--- src/rtl/clkfwd.sv ---
// Forwarded-clock generator: divides sys_clk by a programmable ratio D and drives
// a registered, glitch-free differential clock pair. Ratio changes land on period boundaries.
module clkfwd #(
   parameter int unsigned DIV_W    = 8,
   parameter int unsigned DIV_INIT = 4
) (
   input  logic             sys_clk,
   input  logic             sys_rst_n,
   input  logic             fwd_en,
   input  logic [DIV_W-1:0] div_in,
   input  logic             div_valid,
   output logic             div_ready,
   output logic             div_err,
   output logic             fwd_clk_p,
   output logic             fwd_clk_n,
   output logic             fwd_active,
   output logic             edge_rise
);

   typedef enum logic {
      S_IDLE = 1'b0,
      S_RUN  = 1'b1
   } state_t;

   state_t           state_q, state_d;
   logic [DIV_W-1:0] cnt_q, cnt_d;
   logic [DIV_W-1:0] div_cur_q, div_cur_d;
   logic [DIV_W-1:0] div_pend_q, div_pend_d;
   logic             pend_q, pend_d;
   logic             fwd_clk_p_q, fwd_clk_p_d;
   logic             fwd_clk_n_q, fwd_clk_n_d;
   logic             fwd_active_q, fwd_active_d;
   logic             edge_rise_q, edge_rise_d;
   logic             div_err_q, div_err_d;
   logic             div_ready_q, div_ready_d;

   logic             xfer;
   logic             apply;
   logic             period_end;
   logic [DIV_W-1:0] cnt_inc;

   // Next-state: waveform sequencing, ratio handshake and boundary-aligned ratio apply
   always_comb begin
      state_d      = state_q;
      cnt_d        = cnt_q;
      div_cur_d    = div_cur_q;
      div_pend_d   = div_pend_q;
      pend_d       = pend_q;
      fwd_clk_p_d  = fwd_clk_p_q;
      fwd_active_d = fwd_active_q;
      edge_rise_d  = 1'b0;
      div_err_d    = 1'b0;
      apply        = 1'b0;
      xfer         = div_valid && div_ready_q;
      period_end   = (cnt_q == (div_cur_q - DIV_W'(1)));
      cnt_inc      = cnt_q + DIV_W'(1);

      case (state_q)
         S_IDLE: begin
            apply = pend_q;
            cnt_d = '0;
            if (fwd_en) begin
               state_d      = S_RUN;
               fwd_clk_p_d  = 1'b1;
               edge_rise_d  = 1'b1;
               fwd_active_d = 1'b1;
            end else begin
               fwd_clk_p_d  = 1'b0;
               fwd_active_d = 1'b0;
            end
         end
         S_RUN: begin
            if (period_end) begin
               apply = pend_q;
               cnt_d = '0;
               // Every legal ratio has at least one high cycle, so a new period starts high
               if (fwd_en) begin
                  fwd_clk_p_d = 1'b1;
                  edge_rise_d = 1'b1;
               end else begin
                  state_d      = S_IDLE;
                  fwd_clk_p_d  = 1'b0;
                  fwd_active_d = 1'b0;
               end
            end else begin
               cnt_d       = cnt_inc;
               fwd_clk_p_d = (cnt_inc < (div_cur_q >> 1));
            end
         end
         default: begin
            state_d      = S_IDLE;
            cnt_d        = '0;
            fwd_clk_p_d  = 1'b0;
            fwd_active_d = 1'b0;
         end
      endcase

      if (apply) begin
         div_cur_d = div_pend_q;
         pend_d    = 1'b0;
      end

      // A transfer can only happen while nothing is pending, so it never collides with apply
      if (xfer) begin
         if (div_in < DIV_W'(2)) begin
            div_err_d = 1'b1;
         end else begin
            div_pend_d = div_in;
            pend_d     = 1'b1;
         end
      end

      fwd_clk_n_d = ~fwd_clk_p_d;
      div_ready_d = ~pend_d;
   end

   // State and output registers; both clock legs are sibling flops
   always_ff @(posedge sys_clk or negedge sys_rst_n) begin
      if (!sys_rst_n) begin
         state_q      <= S_IDLE;
         cnt_q        <= '0;
         div_cur_q    <= DIV_W'(DIV_INIT);
         div_pend_q   <= DIV_W'(DIV_INIT);
         pend_q       <= 1'b0;
         fwd_clk_p_q  <= 1'b0;
         fwd_clk_n_q  <= 1'b1;
         fwd_active_q <= 1'b0;
         edge_rise_q  <= 1'b0;
         div_err_q    <= 1'b0;
         div_ready_q  <= 1'b1;
      end else begin
         state_q      <= state_d;
         cnt_q        <= cnt_d;
         div_cur_q    <= div_cur_d;
         div_pend_q   <= div_pend_d;
         pend_q       <= pend_d;
         fwd_clk_p_q  <= fwd_clk_p_d;
         fwd_clk_n_q  <= fwd_clk_n_d;
         fwd_active_q <= fwd_active_d;
         edge_rise_q  <= edge_rise_d;
         div_err_q    <= div_err_d;
         div_ready_q  <= div_ready_d;
      end
   end

   assign fwd_clk_p  = fwd_clk_p_q;
   assign fwd_clk_n  = fwd_clk_n_q;
   assign fwd_active = fwd_active_q;
   assign edge_rise  = edge_rise_q;
   assign div_err    = div_err_q;
   assign div_ready  = div_ready_q;

endmodule

--- config.mk ---
export PLATFORM = sky130hd
export DESIGN_NAME = clkfwd
export DESIGN_NICKNAME = d
export VERILOG_FILES = /design/src/rtl/clkfwd.sv
export SDC_FILE = /design/constraint.sdc
export NUM_CORES = 1
export LEC_CHECK = 0
export ABC_CLOCK_PERIOD_IN_PS = 3210
export BUFFER_PORTS_ARGS = -buffer_cell sky130_fd_sc_hd__clkbuf_2
export CORE_MARGIN = 1.5
export CORE_UTILIZATION = 50
export CTS_CLUSTER_SIZE = 14
export DETAILED_ROUTE_END_ITERATION = 8
export PLACE_DENSITY = 0.7
export SLEW_MARGIN = 20
export SYNTH_ARGS = -nofsm -noshare
export SYNTH_HDL_FRONTEND = slang
export SYNTH_SLANG_ARGS = --single-unit
--- constraint.sdc ---
create_clock -name sys_clk -period 3.21 [get_ports sys_clk]
set_input_delay 0.321 -clock sys_clk [delete_from_list [all_inputs] [get_ports sys_clk]]
set_output_delay 0.321 -clock sys_clk [all_outputs]
set_load 0.02 [all_outputs]
After elaboration in Yosys (flattened, before gate mapping) --
Index checks and enable logic that the tools add are counted.
Cells by class: reductions and logical operators 3, eq/ne operators 3, multiplexer cells 19, bitwise operators 4, add/sub/neg operators 2, order comparisons 2
Operators with widths (number):
- $pmux 8 s2 | 1
- $mux 1 | 12
- $pmux 1 s2 | 5
- $add 8x1->8 const B | 1
- $eq 8x8->1 | 1
- $lt 8x2->1 const B | 1
- $lt 8x7->1 | 1
- $mux 8 | 1
- $sub 8x1->8 const B | 1
- $not 1->1 | 4
- $reduce_and 2->1 | 2
- $ne 2x1->1 const B | 1
- $ne 2x2->1 const B | 1
- $logic_and 1x1->1 | 1
Word-level totals: output and inout bits 6, bits in registers 32, word-level logic and storage cells 44, bits of input ports 12

Depth between registers and ports, before layout --
depth after elaboration 8, depth in mapped cells 9, mapped depth without buffers 8

Worst setup path before layout --
OpenSTA, ideal clock, no wires.
path type flip-flop to flip-flop, start point register div_cur_q[0], end point register div_cur_q[0], setup slack 0.789 ns, arrival 2.296 ns, library setup time 0.125 ns, buffers on the path 1, cell stages (with the launch flop) 10, required time 3.085 ns, clock period less this slack 2.421 ns, cell sequence dfrtp_1 > inv_1 > ha_1 > or3b_2 > nor3_1 > xnor2_1 > o41ai_2 > buf_6 > nand2_8 > mux2_4
On the way: word-level cells in the longest chain between the ends 4
Ends and longest elaborated chain:
- start: declaration | line 27 | logic [DIV_W-1:0] div_cur_q, div_cur_d;
- start signal: assignment | line 122 | div_cur_q <= DIV_W'(DIV_INIT);
- start signal: assignment | line 134 | div_cur_q <= div_cur_d;
- $sub 8x1->8 | line 55 | period_end = (cnt_q == (div_cur_q - DIV_W'(1)));
- $eq 8x8->1 | line 55
- $mux 1 | line 73 | if (period_end) begin
- $pmux 1 s2 | line 58 | case (state_q)
No other way between the ends. A chain may end at the register's enable or synchronous reset.

Worst setup path in the final report --
start point register div_cur_q[0], end point register div_cur_q[6]
The elaborated chain is that of the path after synthesis.

==> impl_metrics.json <==
{
  "crit_fanout": 11,
  "post-route-period-util_pct": 80.5,
  "path_clk_slew_ns": 0.10,
  "synthTopCellsByArea": "dfrtp_1 41%, mux2_4 7.1%, dfstp_2 6.2%",
  "drtIter0Drc": 34,
  "n_fill_cell": 270,
  "grt_pass1_vias": 1221,
  "place_ws_ns": 0.635,
  "portBuffers": 17,
  "end_kind": "register",
  "fin_nets": 193,
  "cts_tree": "built",
  "p_leak_nw": 0.933,
  "cts.htree.levels": 2,
  "rsz0062_at_grt": "false",
  "required_ns": 3.44,
  "vias": 1150,
  "initial_core_util_pct": 54.3,
  "fmax_ghz": 0.387,
  "gp_congestion": 0.830,
  "drtPass1Iterations": 4,
  "critPathKind": "reg -> reg",
  "numCtsBuffers": 5,
  "synthCells": 151,
  "synth_cell_types": 40,
  "cts_root_buf": "clkbuf_4",
  "yosys_warnings": 0,
  "layout-drive-gt1-share_pct": 28.7,
  "antenna_found_initial": 0,
  "grt_usage_pct": 20.3,
  "peakVddDrop_v": 0.000338,
  "dp_hpwl_um": 2280,
  "yosysTopAreaCell": "dfrtp_1",
  "arrival_ns": 2.81,
  "vias_per_cell": 5.28,
  "crit_path_max_incr_delay_ns": 0.47,
  "synth_flop_cell": "dfrtp_1",
  "netlist_area_um2": 1700,
  "rows": 20,
  "powerDensity_nw_per_um2": 456,
  "wl_per_cell_um": 13.7,
  "cts_hold_buffers": 0,
  "drv_cap": 0,
  "yosysTopAreaCellShare_pct": 41.3,
  "syn2layout_area_growth_pct": 13.2,
  "whs_ns": 0.0322,
  "syn-num-nets": 171,
  "min_path_type": "in -> async",
  "finalSetupViolations": 0,
  "dieWidth_um": 61.3,
  "finClkSkew_ns": 0.00572,
  "die-area_um2": 3750,
  "syn_area_per_cell_um2": 11.2,
  "grt_overflow_total": 0,
  "grt_pass1_wl_um": 5320,
  "slew_viol_final": 0,
  "reg.largest.list": "cnt_q x8, div_cur_q x8, div_pend_q x8",
  "postCtsSetupRepairBufs": 0,
  "relSlewSlack_pct": 49.6,
  "cp_top_family": "simple AND/OR/NAND/NOR gates",
  "grt_max_degree": 33,
  "layout_commonest_cell": "dfrtp_1",
  "ios": 18,
  "ys_async_sr_fraction_pct": 100,
  "cts.sinks": 32,
  "wl_um": 2980,
  "cp-start-kind": "register",
  "status": "completed",
  "ys_ff_latch": 32,
  "hold_viol": 0,
  "core_um2": 3130,
  "layout_setup_ws_ns": 0.626,
  "crit_chain": "inv_1 -> ha_1 -> or3b_2 -> nor3_1 -> xnor2_1 -> o41ai_2 -> buf_4 -> nand2_8 -> mux2_4",
  "diodes": 0,
  "timing.setup.tns_ns": 0,
  "drc": 0,
  "cp_num_buf_inv": 2,
  "dieHeight_um": 61.3,
  "yosysSeqAreaShare_pct": 47.5,
  "drtAntennaViolNets": 0,
  "cts_max_path_buffers": 2,
  "period_needed_ns": 2.58,
  "crit_slowest_cell": "or3b_2",
  "synth_edf_count": 0,
  "clk_latency_ns": 0.34,
  "tightest_slew_ns": 0.756,
  "cts_resized": 0,
  "final_cell_mix": "28 x dfrtp_1, 18 x nand2_1, 17 x clkbuf_2"
}
-- per-stage QoR --
stage	utilization, %	power, mW	cells	cell area (um2)
3_5_place_dp	58.4	0.539	210	1830
6_report	61.4	0.877	218	1920
3_3_place_gp	58.4	0.533	210	1830
4_1_cts	61.4	0.887	218	1920
2_1_floorplan	-	0.507	151	1700
5_1_grt	61.4	0.921	218	1920
-- layout make-up --
type,instances,area (um2),area share [%]
Multi-Input combinational cell,106,836,43.5
Inverter,10,37.5,1.95
Tap cell,44,55.1,2.86
Sequential cell,32,806,41.9
Clock buffer,7,65.1,3.39
Timing Repair Buffer,18,92.6,4.82
Clock inverter,1,30.0,1.56
-- power by group --
group / total, mW / switching (mW) / internal (mW)
Clock: 0.349 / 0.142 / 0.207
Combinational: 0.0583 / 0.0288 / 0.0295
Sequential: 0.470 / 0.0243 / 0.445
-- worst reg2reg max path, stage by stage (launching register included) --
cell,delay [ns]
dfrtp_1,0.44
inv_1,0.08
ha_1,0.21
or3b_2,0.48
nor3_1,0.19
xnor2_1,0.11
o41ai_2,0.31
buf_4,0.24
nand2_8,0.10
mux2_4,0.31
-- cells by family after synthesis --
family                   synth area share, %
XOR/XNOR                                8.25
buffers and inverters                   3.32
adder cells (fa/ha/maj)                 5.90
flip-flops                              47.5
multiplexers                            9.06
AND/OR/NAND/NOR                         17.3
AO/OA/AOI/OAI                           8.70
-- worst paths after layout --
| kind | start | end | slack, ns | cells past startpoint |
|---|---|---|---|---|
| max in group asynchronous | sys_rst_n | div_pend_q[5] | 2.70 | 1 |
| min in group sys_clk | div_in[2] | div_pend_q[2] | 0.16 | 3 |
| setup / recovery | div_cur_q[0] | div_cur_q[6] | 0.63 | 9 |
| setup reg to reg | div_cur_q[0] | div_cur_q[6] | 0.63 | 9 |
| hold / removal | sys_rst_n | cnt_q[6] | 0.03 | 1 |
| hold reg to reg | div_pend_q[2] | div_pend_q[2] | 0.46 | 2 |
-- per-layer routing --
metal | GRT usage [%] | vias to the layer above | routed length, um
li1 | - | 563 | -
met1 | 23.9 | 554 | 1350
met2 | 33.9 | 23 | 1430
met3 | 4.41 | 10 | 103
met4 | 11.8 | 0 | 101
met5 | 0 | - | 0
-- synthesized netlist by cell type, drive strengths merged (2+ instances only) --
library cell,n
xnor2,8
inv,10
nor3,4
clkbuf,2
xor2,8
and3,2
nand2,19
nor4,2
dfstp,4
and2b,5
a21oi,4
dfrtp,28
nand3,5
mux2,11
nor2,6
ha,8
a21o,3
and2,3
or3b,2
Note: power is estimated with default switching activity, not from simulation.
